### config.mk
export PLATFORM = sky130hd
export DESIGN_NAME = mulx_seq
export DESIGN_NICKNAME = d
export VERILOG_FILES = /design/src/rtl/mulx_seq.sv
export SDC_FILE = /design/constraint.sdc
export NUM_CORES = 1
export LEC_CHECK = 0
export CORE_ASPECT_RATIO = 1.1
export CORE_MARGIN = 5
export CORE_UTILIZATION = 50
export CTS_CLUSTER_SIZE = 14
export DETAILED_ROUTE_END_ITERATION = 7
export DONT_BUFFER_PORTS = 1
export SLEW_MARGIN = 20
export SYNTH_ARGS = -nofsm -noshare
export SYNTH_HDL_FRONTEND = slang
export SYNTH_SLANG_ARGS = --single-unit
### constraint.sdc
create_clock -name clk -period 3.7 [get_ports clk]
set_input_delay 0.37 -clock clk [delete_from_list [all_inputs] [get_ports clk]]
set_output_delay 0.37 -clock clk [all_outputs]
set_load 0.01 [all_outputs]
### src/rtl/mulx_seq.sv
// mulx_seq: iterative shift-and-add multiplier, signed or unsigned.
// RADIX_BITS multiplier bits are retired per RUN cycle. Signed operands
// are converted to magnitudes on accept and the sign is reapplied when
// the result is written to p.
module mulx_seq #(
    parameter int X_WIDTH    = 8,
    parameter int Y_WIDTH    = 8,
    parameter int RADIX_BITS = 1,
    parameter int SIGNED_EN  = 1,
    localparam int P_WIDTH   = X_WIDTH + Y_WIDTH
) (
    input  logic               clk,
    input  logic               rst,
    input  logic               start,
    input  logic               signed_mode,
    input  logic [X_WIDTH-1:0] x,
    input  logic [Y_WIDTH-1:0] y,
    output logic [P_WIDTH-1:0] p,
    output logic               s,
    output logic               busy,
    output logic               rdy
);

    // Number of RUN cycles, padded multiplier width and counter width.
    localparam int N_STEPS = (Y_WIDTH + RADIX_BITS - 1) / RADIX_BITS;
    localparam int Y_PAD   = N_STEPS * RADIX_BITS;
    localparam int Y_MAG_W = (Y_PAD > Y_WIDTH + 1) ? Y_PAD : Y_WIDTH + 1;
    localparam int CNT_W   = $clog2(N_STEPS + 1);

    typedef enum logic [1:0] {
        IDLE,
        RUN,
        DONE
    } state_t;

    state_t               state_reg;
    logic [P_WIDTH-1:0]   acc_reg;
    logic [P_WIDTH-1:0]   mcand_reg;
    logic [Y_MAG_W-1:0]   mplier_reg;
    logic [CNT_W-1:0]     cnt_reg;
    logic                 neg_reg;
    logic [P_WIDTH-1:0]   p_reg;
    logic                 s_reg;

    // Operand conditioning: one extra bit so |most negative| is representable.
    logic                 signed_eff;
    logic [X_WIDTH:0]     x_ext;
    logic [X_WIDTH:0]     x_mag;
    logic [Y_WIDTH:0]     y_ext;
    logic [Y_WIDTH:0]     y_mag;
    logic                 neg_next;

    // Magnitudes and result sign of the operands presented with start.
    always_comb begin
        signed_eff = (SIGNED_EN != 0) && signed_mode;
        x_ext      = {signed_eff & x[X_WIDTH-1], x};
        y_ext      = {signed_eff & y[Y_WIDTH-1], y};
        x_mag      = x_ext[X_WIDTH] ? -x_ext : x_ext;
        y_mag      = y_ext[Y_WIDTH] ? -y_ext : y_ext;
        neg_next   = x_ext[X_WIDTH] ^ y_ext[Y_WIDTH];
    end

    // One partial product per multiplier bit of the current digit. The
    // multiplicand register is pre-shifted, so bit gi only adds gi more.
    logic [P_WIDTH-1:0] pp [RADIX_BITS];

    generate
        for (genvar gi = 0; gi < RADIX_BITS; gi++) begin : g_pp
            assign pp[gi] = mplier_reg[gi] ? (mcand_reg << gi) : '0;
        end
    endgenerate

    logic [P_WIDTH-1:0] term;
    logic [P_WIDTH-1:0] acc_sum;
    logic [P_WIDTH-1:0] p_final;

    // Digit contribution, running sum, and sign-corrected final product.
    // Arithmetic is modulo 2^P_WIDTH; the exact result always fits.
    always_comb begin
        term = '0;
        for (int i = 0; i < RADIX_BITS; i++) begin
            term = term + pp[i];
        end
        acc_sum = acc_reg + term;
        p_final = neg_reg ? -acc_sum : acc_sum;
    end

    // Control FSM and datapath registers; accepts in IDLE or DONE only.
    always_ff @(posedge clk) begin
        if (rst) begin
            state_reg  <= IDLE;
            acc_reg    <= '0;
            mcand_reg  <= '0;
            mplier_reg <= '0;
            cnt_reg    <= '0;
            neg_reg    <= 1'b0;
            p_reg      <= '0;
            s_reg      <= 1'b0;
        end else if (start && (state_reg != RUN)) begin
            state_reg  <= RUN;
            acc_reg    <= '0;
            mcand_reg  <= P_WIDTH'(x_mag);
            mplier_reg <= Y_MAG_W'(y_mag);
            cnt_reg    <= CNT_W'(N_STEPS);
            neg_reg    <= neg_next;
        end else if (state_reg == RUN) begin
            acc_reg    <= acc_sum;
            mcand_reg  <= mcand_reg << RADIX_BITS;
            mplier_reg <= mplier_reg >> RADIX_BITS;
            cnt_reg    <= cnt_reg - 1'b1;
            if (cnt_reg == CNT_W'(1)) begin
                state_reg <= DONE;
                p_reg     <= p_final;
                s_reg     <= neg_reg && (acc_sum != '0);
            end
        end else begin
            state_reg <= IDLE;
        end
    end

    assign p    = p_reg;
    assign s    = s_reg;
    assign busy = (state_reg == RUN);
    assign rdy  = (state_reg == DONE);

endmodule

; ---- Word level (Yosys, flattened, before mapping)
; Index checks and enable logic that the tools add are counted.
[word_totals]
output_inout_bits = 19
register_bits = 65
in_bits = 20
wordCells = 46
[op_classes]
eq_ne = 5
mux = 13
n_addsub = 5
bitwise_logic = 5
reduce_logical = 7
[ops]
columns = operator, n
row1 = $mux W9, 6
row2 = $mux W16, 2
row3 = $neg A9 Y9, 2
row4 = $add A16 B16 Y16, 1
row5 = $neg A16 Y16, 1
row6 = $reduce_bool A16 Y1, 1
row7 = $mux W4, 2
row8 = $eq A4 B1 Y1 const B, 1
row9 = $sub A4 B1 Y4 const B, 1
row10 = $mux W1, 3
row11 = $ne A3 B1 Y1 const B, 1
row12 = $reduce_and A3 Y1, 1
row13 = $reduce_or A3 Y1, 1
row14 = $and A1 B1 Y1, 2
row15 = $eq A2 B1 Y1 const B, 1
row16 = $eq A2 B2 Y1 const B, 1
row17 = $logic_and A1 B1 Y1, 2
row18 = $ne A2 B1 Y1 const B, 1
row19 = $not A1 Y1, 2
row20 = $reduce_bool A2 Y1, 1
row21 = $reduce_or A2 Y1, 1
row22 = $xor A1 B1 Y1, 1

; ---- Depth between registers and ports, before layout
[depth]
depth_word = 4
mapped_depth = 12
ltp_nobuf = 11

; ---- Worst setup path before layout
; OpenSTA, ideal clock, no wires.
[synth_timing]
kind = register to register
from = reg mplier_reg[0]
to = reg s_reg, in the netlist s
setup_time_ps = 117
required_time_ps = 3583
slack_ps = 778
path_stages_with_launch = 12
arrival_ps = 2805
cell_sequence = dfxtp_1 > clkbuf_1 > and2_1 > ha_1 > a211o_1 > a21o_1 > a2111oi_4 > or4_1 > nand3_1 > nor4_1 > nand2_1 > a32o_1
[synth_between]
elab_chain_cells = 4
[synth_rtl]
columns = item, line_no
row1 = "start, declared", 39  ; logic [Y_MAG_W-1:0] mplier_reg;
row2 = "start signal, assigned", 103  ; mplier_reg <= Y_MAG_W'(y_mag);
row3 = "start signal, assigned", 109  ; mplier_reg <= mplier_reg >> RADIX_BITS;
row4 = $mux W16, 69  ; assign pp[gi] = mplier_reg[gi] ? (mcand_reg << gi) : '0;
row5 = $add A16 B16 Y16, 84  ; acc_sum = acc_reg + term;
row6 = $reduce_bool A16 Y1, 114  ; s_reg <= neg_reg && (acc_sum != '0);
row7 = $logic_and A1 B1 Y1, 114
row8 = "end signal, assigned", 114
row9 = "end, declared", 43  ; logic s_reg;
; No other way between the ends.
; A chain may end at the register's enable or synchronous reset.

; ---- Final worst setup path
[layout_timing]
from = reg mplier_reg[0]
to = reg p_reg[14], in the netlist p[14]
[layout_between]
elab_chain_cells = 4
[layout_rtl]
columns = item, line_no
row1 = $mux W16 (*), 69
row2 = $add A16 B16 Y16 (*), 84
row3 = $neg A16 Y16, 85  ; p_final = neg_reg ? -acc_sum : acc_sum;
row4 = $mux W16 (*), 85
row5 = "end signal, assigned", 113  ; p_reg <= p_final;
row6 = "end, declared", 42  ; logic [P_WIDTH-1:0] p_reg;
; Mark *: on every way between the ends. The rest lies on a longest branch, timed or not.

==> impl_metrics.csv <==
group,metric,value,unit
outcome,status,"completed",
drt,drt-pass1-iter-count,4,
layout,final_area,0.00432,sq mm
worst_setup_path,cp_data_required_time,3.89,ns
die,die_w,95.7,um
sta,finalCriticalPeriod,3.35,ns
power,power_frac_comb,12.9,%
drt,dr_total_vias,3552,
worst_setup_path,r2r_cells,12,
synth,async_reset_ff_share,0,%
sta,finalCritPeriodShare,90.7,%
die,die_h,104,um
drt,drt-initial-drc-count,183,
layout,n_fill_cell,800,
clocking,cts_tree,"built",
clocking,cts_resized,0,
synth,synth_seq_area_share,32.2,%
synth,yosysWarnings,0,
worst_setup_path,critPathLaunchType,"flip-flop",
drt,drc,0,
worst_setup_path,path_class,"reg2reg",
worst_setup_path,worst_r2r_endpoint,"p[14]",
clocking,numCtsBuffers,9,
sta,tns,0,ns
clocking,root_buffer,"clkbuf_8",
worst_setup_path,reg2reg_setup_slack,0.35,ns
synth,yosys_most_used_dff,"dfxtp_1",
clocking,insertion_delay,0.35,ns
worst_setup_path,slowest_stage,"dfxtp_1",
synth,syn_inst,522,
power,power,1.63,mW
die,start_util,51.1,%
sta,finalWorstSetupSlack,0.345,ns
worst_setup_path,reg2reg_from,"mplier_reg[0]",
layout,instances_no_fill,623,
synth,synth-edff-count,0,
place,place_area,0.00410,sq mm
grt,grt_pass1_wl,15.9,mm
drt,wl_per_cell,15.4,um
power,cellLeakagePower,1.69,nW
power,seqPwrFrac,45.9,%
place,pre_cts_ws,0.355,ns
die,num_rows,34,
sta,tightest_slew,0.940,ns
grt,grt_max_degree,64,
sta,finalHoldViolations,0,
die,fp.dieArea,0.00998,sq mm
power,clockPowerShare,41.2,%
drt,wl,9.61,mm
die,core_area,0.00791,sq mm
place,gp_congestion,0.821,
synth,synth.distinct_cells,60,
worst_setup_path,crit_end,"p[14]",
grt,grt_antenna_before_repair,0,
grt,grt_usage,20.1,%
power,irDropWorstVdd,0.000184,V
worst_setup_path,crit_chain,"and2_1, ha_1, fa_1, a21o_1, a22oi_1, a211oi_1, nor4_2, buf_4, o2111ai_1, o31ai_2, xor2_1, a211oi_1",
power,p_switching,0.447,mW
sta,max_freq,298,MHz
clocking,clock-sinks,65,
drt,viasPerCell,5.70,
sta,finalSetupViolCount,0,
grt,overflow,0,
synth,synth_nets,563,
layout,nets,551,
layout,diodes,0,
worst_hold_path,hp-start,"rst",
clocking,clk_path_buf_depth,2,
worst_setup_path,cp_common_cell,"a211oi_1",
layout,syn2layout_area_growth,7.00,%
worst_setup_path,critPathCaptureType,"flip-flop",
layout,drive_above_1_share,7.57,%
worst_hold_path,hold_class,"in2reg",
sta,drv_slew,0,
grt,grt_pass1_vias,3275,
sta,fin_worst_skew,0.0167,ns
place,dp.cells,606,
sta,rsz0062_at_grt,"false",
clocking,clk_pin_slew,0.08,ns
worst_setup_path,worstPathArrival,3.54,ns
synth,syn_avg_cell_area,7.74,sq um
worst_setup_path,cpPeakStageDelay,0.44,ns
layout,finalCoreUtilization,54.6,%
power,switching_share,27.3,%
clocking,cts_max_level,3,
run,cap_violations,0,
place,portBuffers,0,
worst_setup_path,crit_fanout,17,
synth,ys_ff_latch,65,
drt,drt.antenna.violating_nets,0,
worst_setup_path,startpoint,"mplier_reg[0]",
sta,whs,0.0824,ns
sta,slew-limit-headroom,37.3,%
power,p_int,1.19,mW
power,power_density,378,mW/mm^2
die,num_io_pins,39,
synth,syn-cell-area,0.00404,sq mm
place,hpwl,6.90,mm
[cell families after synthesis]
kind of cell               count (synthesis)  share of synthesized area, %
muxes                                      4                          1.02
xor gates and xnor gates                  25                          5.42
DFF                                       65                          32.2
adders and majority gates                 21                          6.69
buffers and inverters                     50                          4.83
and+or+nand+nor                          209                          24.6
AOI/OAI and AO/OA                        148                          25.3
[cells in the mapped netlist, types with 2 or more instances]
master     number  area share [%]
a211o_1         2            0.43
inv_1          20             1.9
a21o_1         11             2.0
xor2_1         12             2.6
nor4_2          2            0.62
and2_1         16             2.5
dfxtp_1        65              32
nor2_1         70             6.5
o21a_1          5            0.93
nand4_1         3            0.46
ha_1           20             6.2
or3_1           8             1.2
buf_1           3            0.28
o211a_1         2            0.50
a211oi_1       25             4.6
mux2i_1         3            0.74
clkbuf_1       25             2.3
a21oi_1        50             6.2
o211ai_1        2            0.37
nor3_1         14             1.7
a311oi_1        8             1.7
nand3b_1        3            0.56
o21ai_1         2            0.25
o31ai_1         2            0.37
a2111oi_0       2            0.43
a31oi_1         4            0.62
xnor2_1        13             2.8
nand3_1        12             1.5
o2111ai_1       3            0.65
o21ai_0        15             1.9
or2_2           3            0.46
nand2b_1        3            0.46
nor3b_1         6             1.1
nand2_1        62             5.8
[worst min-delay path by stage]
stage,cells past startpoint,to
4_1_cts,1,p[2]
3_5_place_dp,1,p[0]
5_1_grt,1,p[7]
2_1_floorplan,2,mcand_reg[8]
6_report,1,p[0]
3_3_place_gp,1,p[0]
[final cells by class]
type | instances | area [sq um] | share of cell area, %
clock buffer | 9 | 124 | 2.86
sequential | 65 | 1300 | 30.1
clock inverter | 7 | 95.1 | 2.20
multi-input combinational | 407 | 2540 | 58.9
timing repair buffer | 6 | 45.0 | 1.04
tap | 108 | 135 | 3.13
inverter | 21 | 78.8 | 1.82
[placed cells by master, fill, tap and decap left out, drive strengths merged, types with 4 or more instances in the layout]
| cell type | netlist | routed |
|---|---|---|
| nor2 | 70 | 70 |
| dfxtp | 65 | 65 |
| nand2 | 62 | 62 |
| a21oi | 50 | 50 |
| a211oi | 26 | 26 |
| inv | 21 | 21 |
| ha | 20 | 20 |
| o21ai | 17 | 17 |
| and2 | 16 | 16 |
| nor3 | 14 | 14 |
| xnor2 | 13 | 13 |
| nand3 | 12 | 12 |
| xor2 | 12 | 12 |
| a21o | 11 | 11 |
| clkbuf | 25 | 9 |
| or3 | 8 | 8 |
| a311oi | 8 | 8 |
| nor3b | 6 | 6 |
| buf | 4 | 6 |
| o21a | 5 | 5 |
| a31oi | 4 | 4 |
| nor4 | 4 | 4 |
| clkinv | 0 | 4 |
[layer usage]
layer	global-route usage [%]	routed length, um	part of all wire [%]	vias up
met5	0	0	0	-
met4	7.42	152	1.6	0
met3	4.49	382	4.0	10
met2	33.6	4950	51	68
met1	24.7	4130	43	1644
li1	-	-	-	1830
[what timing repair did]
item | in CTS | in global routing
hold buffers | 0 | 0
buffers inserted | 0 | 1
setup endpoints to repair | 0 | 2
[power by group through the flow]
stage / combinational, mW / clock (mW) / sequential [mW]
2_1_floorplan: 0.184 / 0 / 0.757
3_3_place_gp: 0.207 / 0 / 0.766
6_report: 0.210 / 0.673 / 0.751
3_5_place_dp: 0.209 / 0 / 0.767
5_1_grt: 0.242 / 0.721 / 0.755
4_1_cts: 0.211 / 0.691 / 0.751
[worst max-delay path: cells and delay by family (launching register included)]
family,cells,cell delay [ns]
compound gates,6,1.33
fa+ha+maj,2,0.63
flops,1,0.44
simple gates,2,0.44
xor+xnor,1,0.18
buf+inv,1,0.17
No activity file was read; power rests on OpenSTA's default activity.
